File: config.mk
export PLATFORM = sky130hd
export DESIGN_NAME = alu_arbiter_seq
export DESIGN_NICKNAME = d
export VERILOG_FILES = /design/src/rtl/alu_arbiter_seq.sv
export SDC_FILE = /design/constraint.sdc
export NUM_CORES = 1
export LEC_CHECK = 0
export ABC_AREA = 1
export CAP_MARGIN = 10
export CORE_UTILIZATION = 30
export CTS_CLUSTER_SIZE = 28
export DETAILED_ROUTE_END_ITERATION = 6
export GPL_ROUTABILITY_DRIVEN = 0
export PLACE_DENSITY = 0.56
export SYNTH_ARGS = -nofsm -noshare
export SYNTH_HDL_FRONTEND = slang
export SYNTH_SLANG_ARGS = --single-unit
File: constraint.sdc
create_clock -name i_clk -period 1.35 [get_ports i_clk]
set_input_delay 0.27 -clock i_clk [delete_from_list [all_inputs] [get_ports i_clk]]
set_output_delay 0.27 -clock i_clk [all_outputs]
set_load 0.01 [all_outputs]
File: src/rtl/alu_arbiter_seq.sv
// Two-requester round-robin front end that serialises operand loads into a shared ALU and returns its result.
// Latency: grant in N, loads N+1..N+3, response N+5; inputs are ignored while busy, so no backpressure is exerted.
module alu_arbiter_seq #(
  parameter int NB_DATA = 8,
  parameter int NB_OP   = 6
) (
  input  logic               i_clk,
  input  logic               i_rst,
  input  logic [1:0]         i_req,
  input  logic [NB_DATA-1:0] i_a0,
  input  logic [NB_DATA-1:0] i_b0,
  input  logic [NB_DATA-1:0] i_a1,
  input  logic [NB_DATA-1:0] i_b1,
  input  logic [NB_OP-1:0]   i_op0,
  input  logic [NB_OP-1:0]   i_op1,
  output logic [1:0]         o_gnt,
  output logic [NB_DATA-1:0] o_data,
  output logic               o_en_A,
  output logic               o_en_B,
  output logic               o_en_OP,
  input  logic [NB_DATA-1:0] i_alu_result,
  input  logic               i_alu_zero,
  input  logic               i_alu_overflow,
  output logic [1:0]         o_rsp_valid,
  output logic [NB_DATA-1:0] o_rsp_result,
  output logic               o_rsp_zero,
  output logic               o_rsp_overflow,
  output logic               o_busy
);

  typedef enum logic [2:0] {
    IDLE    = 3'd0,
    LOAD_A  = 3'd1,
    LOAD_B  = 3'd2,
    LOAD_OP = 3'd3,
    WAIT    = 3'd4,
    RESP    = 3'd5
  } state_t;

  state_t             state;
  logic               ptr;
  logic               win_q;
  logic [NB_DATA-1:0] a_q;
  logic [NB_DATA-1:0] b_q;
  logic [NB_OP-1:0]   op_q;
  logic               win;
  logic               grant;

  // Contention goes to the pointer holder; a lone request wins outright.
  always_comb begin
    win = (i_req == 2'b11) ? ptr : i_req[1];
  end

  // Gated by reset so a request held through reset cannot show a grant.
  assign grant = i_rst && (state == IDLE) && (i_req != 2'b00);

  always_ff @(posedge i_clk) begin
    if (!i_rst) begin
      state          <= IDLE;
      ptr            <= 1'b0;
      win_q          <= 1'b0;
      a_q            <= '0;
      b_q            <= '0;
      op_q           <= '0;
      o_rsp_result   <= '0;
      o_rsp_zero     <= 1'b0;
      o_rsp_overflow <= 1'b0;
    end else begin
      case (state)
        IDLE: begin
          if (grant) begin
            win_q <= win;
            a_q   <= win ? i_a1  : i_a0;
            b_q   <= win ? i_b1  : i_b0;
            op_q  <= win ? i_op1 : i_op0;
            state <= LOAD_A;
          end
        end
        LOAD_A:  state <= LOAD_B;
        LOAD_B:  state <= LOAD_OP;
        LOAD_OP: state <= WAIT;
        WAIT: begin
          // ALU registers took the opcode at the end of LOAD_OP, so its outputs are settled here.
          o_rsp_result   <= i_alu_result;
          o_rsp_zero     <= i_alu_zero;
          o_rsp_overflow <= i_alu_overflow;
          state          <= RESP;
        end
        RESP: begin
          ptr   <= ~win_q;
          state <= IDLE;
        end
        default: state <= IDLE;
      endcase
    end
  end

  always_comb begin
    o_gnt       = 2'b00;
    o_rsp_valid = 2'b00;
    o_en_A      = 1'b0;
    o_en_B      = 1'b0;
    o_en_OP     = 1'b0;
    o_data      = '0;
    if (grant) begin
      o_gnt = win ? 2'b10 : 2'b01;
    end
    case (state)
      LOAD_A: begin
        o_en_A = 1'b1;
        o_data = a_q;
      end
      LOAD_B: begin
        o_en_B = 1'b1;
        o_data = b_q;
      end
      LOAD_OP: begin
        o_en_OP = 1'b1;
        o_data  = NB_DATA'(op_q);
      end
      RESP: o_rsp_valid = win_q ? 2'b10 : 2'b01;
      default: ;
    endcase
  end

  assign o_busy = (state != IDLE);

endmodule

==> results.tsv <==
stage	metric	value	unit
worst_setup_path	Setup crit start	state[0]$_SDFFE_PN0P_	
sta	setup TNS	-4502	ps
detailed_routing	residual DRC count	6	
job	total of max-cap violations	0	
grt	first-pass GRT wire length	9873	um
worst_setup_path	Crit path max-delay family	simple AND/OR/NAND/NOR gates	
worst_hold_path	Hold Path Sink	state[0]$_SDFFE_PN0P_	
worst_setup_path	reg2reg setup slack	-70	ps
worst_setup_path	Crit path largest cell delay	390	ps
die	Initial Utilization	0.3163	
clocking	clock slew at reported path FFs	80	ps
die	die area	7183	um^2
sta	setup ws final	-315.0	ps
finish	share of layout cells above drive strength 1	0.4683	
worst_setup_path	CP Launch Type	flip-flop	
sta	RSZ-0062 raised after global routing	yes	
grt	GR Overflow Total	0	
worst_setup_path	CP arrival	1390	ps
sta	Final Skew	15.30	ps
clocking	worst skew pair latency	300	ps
synth	Avg Cell Area, Syn	7.417	um^2
worst_hold_path	hold path start	i_req[0]	
worst_setup_path	Critical Path End Type	output pin	
detailed_routing	per-cell routed wire length	13.50	um
finish	final net count	467	
detailed_routing	via count	2260	
placed_design	Post-DP HPWL	4067	um
power_and_ir_drop	Leak	1.628	nW
worst_setup_path	Cell Chain, Critical Path	buf_4 -> nor2_4 -> nand2_4 -> nor2_8 -> nand2_2 -> inv_2 -> buf_6	
clocking	total CTS buffers	5	
detailed_routing	Via density	4.641	
worst_setup_path	WP data required	1080	ps
sta	endpoints failing hold	0	
detailed_routing	remaining antenna violation count	0	
synth	Post-synth EDFFs	0	
detailed_routing	top layer used by detailed routing	met4	
sta	Worst-Margin Slew	422.4	ps
grt	largest net degree at the start of global routing	27	
synth	synthesized flop and latch total	37	
detailed_routing	Iteration-0 DRC Markers	78	
finish	Non-Filler Instances	487	
clocking	TritonCTS Sinks	37	
finish	P&R area growth vs syn	77.89	%
sta	Max Freq	600.6	MHz
detailed_routing	First-pass DRT Iterations	6	
grt	vias in the first global route	2039	
synth	Synth Flop Type	dfxtp_1	
placed_design	port bufs	83	
synth	synthesized area	2054	um^2
die	row count	29	
synth	cells after synthesis	277	
power_and_ir_drop	maximum vdd drop	0.0004460	V
outcome	failing checks	design-rule violations, negative setup slack	
worst_setup_path	critical path class	flip-flop to output pin	
clocking	Clock Tree Buf Depth	2	
die	# IOs	84	
synth	Seq/Total Area, Yosys	0.3605	
sta	Final Setup Violations	33	
worst_setup_path	R2R depth	8	
sta	Pins Over Slew Limit	0	
worst_setup_path	R2R Path Start	state[0]$_SDFFE_PN0P_	
die	Die W	84.76	um
worst_hold_path	Hold Path Depth	3	
synth	async set-reset flop share out of synthesis	0	
worst_setup_path	slowest CP cell	dfxtp_4	
worst_setup_path	critical path peak fanout	5	
worst_hold_path	hold crit path type	input pin to flip-flop	
grt	GRT Overall Usage	0.1778	
clocking	H-tree depth	2	
detailed_routing	metal2 WL	3281	um
worst_setup_path	buffer and inverter count on the worst path	3	
detailed_routing	met1 WL	2847	um
outcome	status	complete, but fails checks	
clocking	CTS tree	built	
sta	Final Cycle Share	1.233	
grt	antenna violations before repair	0	
placed_design	dpl cells	450	
detailed_routing	DR WL met3	363	um
power_and_ir_drop	P per Cell Area	856.4	nW/um^2
finish	number of inserted diodes	0	
sta	Slew headroom	0.7184	
sta	min cycle time layout	1665	ps
die	Die H	84.76	um
synth	Synth cell types	26	
synth	Ys Warns	0	
power_and_ir_drop	Tot Pwr	3.130	mW
clocking	Root Buffer	clkbuf_8	
die	core area	6495	um^2
detailed_routing	WL final	6575	um
worst_setup_path	reg-to-reg endpoint	a_q[4]$_SDFFE_PN0P_	
synth	syn_nets	335	
placed_design	worst slack, placed	-779.1	ps
==> cell usage in the layout, fill, tap and decap left out, types with 12 or more instances in the layout <==
cell and instances:
nand2_1 58, clkdlybuf4s50_1 54, nand2_2 50, dfxtp_1 34, buf_4 33, buf_6 26
nand3_1 24, nor2_1 21, a21oi_2 20, dlygate4sd2_1 12
==> worst register-to-register path: cells and delay by family (launching register included) <==
family | cells | cell delay (ps)
simple gates | 4 | 390
compound gates | 1 | 110
flops | 1 | 390
buf+inv | 3 | 470
==> stage by stage <==
stage	utilization	hold slack, ps	instance area, um^2
finish	0.5627	406.9	3655
global route	0.5627	411.7	3655
detailed placement	0.4699	459.6	3052
CTS	0.5257	473.7	3415
floorplan	-	405.7	2054
global placement	0.4699	455.3	3052
==> synthesized netlist by cell type (2+ instances only) <==
master | n | area [um^2]
nand2_4 | 2 | 22.52
a22o_1 | 2 | 17.52
inv_2 | 4 | 15.01
nor2_1 | 24 | 90.09
nor2_2 | 2 | 12.51
buf_12 | 2 | 40.04
a21oi_1 | 4 | 20.02
a21oi_2 | 20 | 175.2
nand3_1 | 32 | 160.2
buf_2 | 5 | 25.02
nand2_1 | 69 | 259.0
buf_4 | 2 | 15.01
dfxtp_1 | 37 | 740.7
buf_6 | 2 | 22.52
inv_1 | 7 | 26.28
a211oi_1 | 2 | 15.01
o21ai_0 | 12 | 60.06
nand2_2 | 41 | 256.5
==> metal layers <==
metal / vias up / track usage
met5: - / 0
met4: 0 / 0.05085
met3: 8 / 0.05015
met2: 65 / 0.3023
met1: 1035 / 0.2197
li1: 1152 / -
==> final cells by class <==
type                    instances  area (um^2)
repair buffers                138         1354
flip-flops and latches         37        749.5
multi-input cells             213         1276
clock inverters                 1        5.005
inverters                      12        62.56
repair inverters                2        15.01
well taps                      77        96.34
fillers                       611         2840
clock buffers                   7        96.34
==> worst max-delay path by stage <==
stage / to / slack, ps / cells after the start
detailed placement: o_gnt[0] / -780 / 7
global route: o_data[4] / -400 / 7
floorplan: o_gnt[1] / 50 / 6
CTS: o_data[7] / -300 / 6
finish: o_gnt[0] / -310 / 7
global placement: o_gnt[1] / -760 / 6
==> cell families (layout without fill, tap and decap cells) <==
logic type             after synthesis  count (layout)  share of synthesized area
AND/OR/NAND/NOR                    172             172                     0.4050
flip-flops                          37              37                     0.3605
buffers and inverters               27             160                    0.09012
AO/OA/AOI/OAI                       41              41                     0.1443
==> repair_timing <==
action | CTS | global route
setup buffers | 21 | 6
endpoints found under the hold margin | 0 | 0
pin swaps | 9 | 4
cloned | 2 | 4
endpoints found under the setup margin | 49 | 49
gates resized for setup | 130 | 49
hold buffers | 0 | 0
==> report_power, final <==
| part | total (mW) | internal, mW | switching, mW | leakage (nW) |
|---|---|---|---|---|
| clock network | 0.866 | 0.462 | 0.405 | 0.0542 |
| registers | 1.21 | 1.16 | 0.0563 | 0.303 |
| logic | 1.05 | 0.566 | 0.483 | 1.27 |
==> sequential cells by signal, indices dropped and copies added, names as in the netlist <==
register / count
a_q: 8
b_q: 8
o_rsp_result: 8
op_q: 6
state: 3
o_rsp_overflow: 1
o_rsp_zero: 1
ptr: 1
win_q: 1
(Power assumes the default switching activity.)
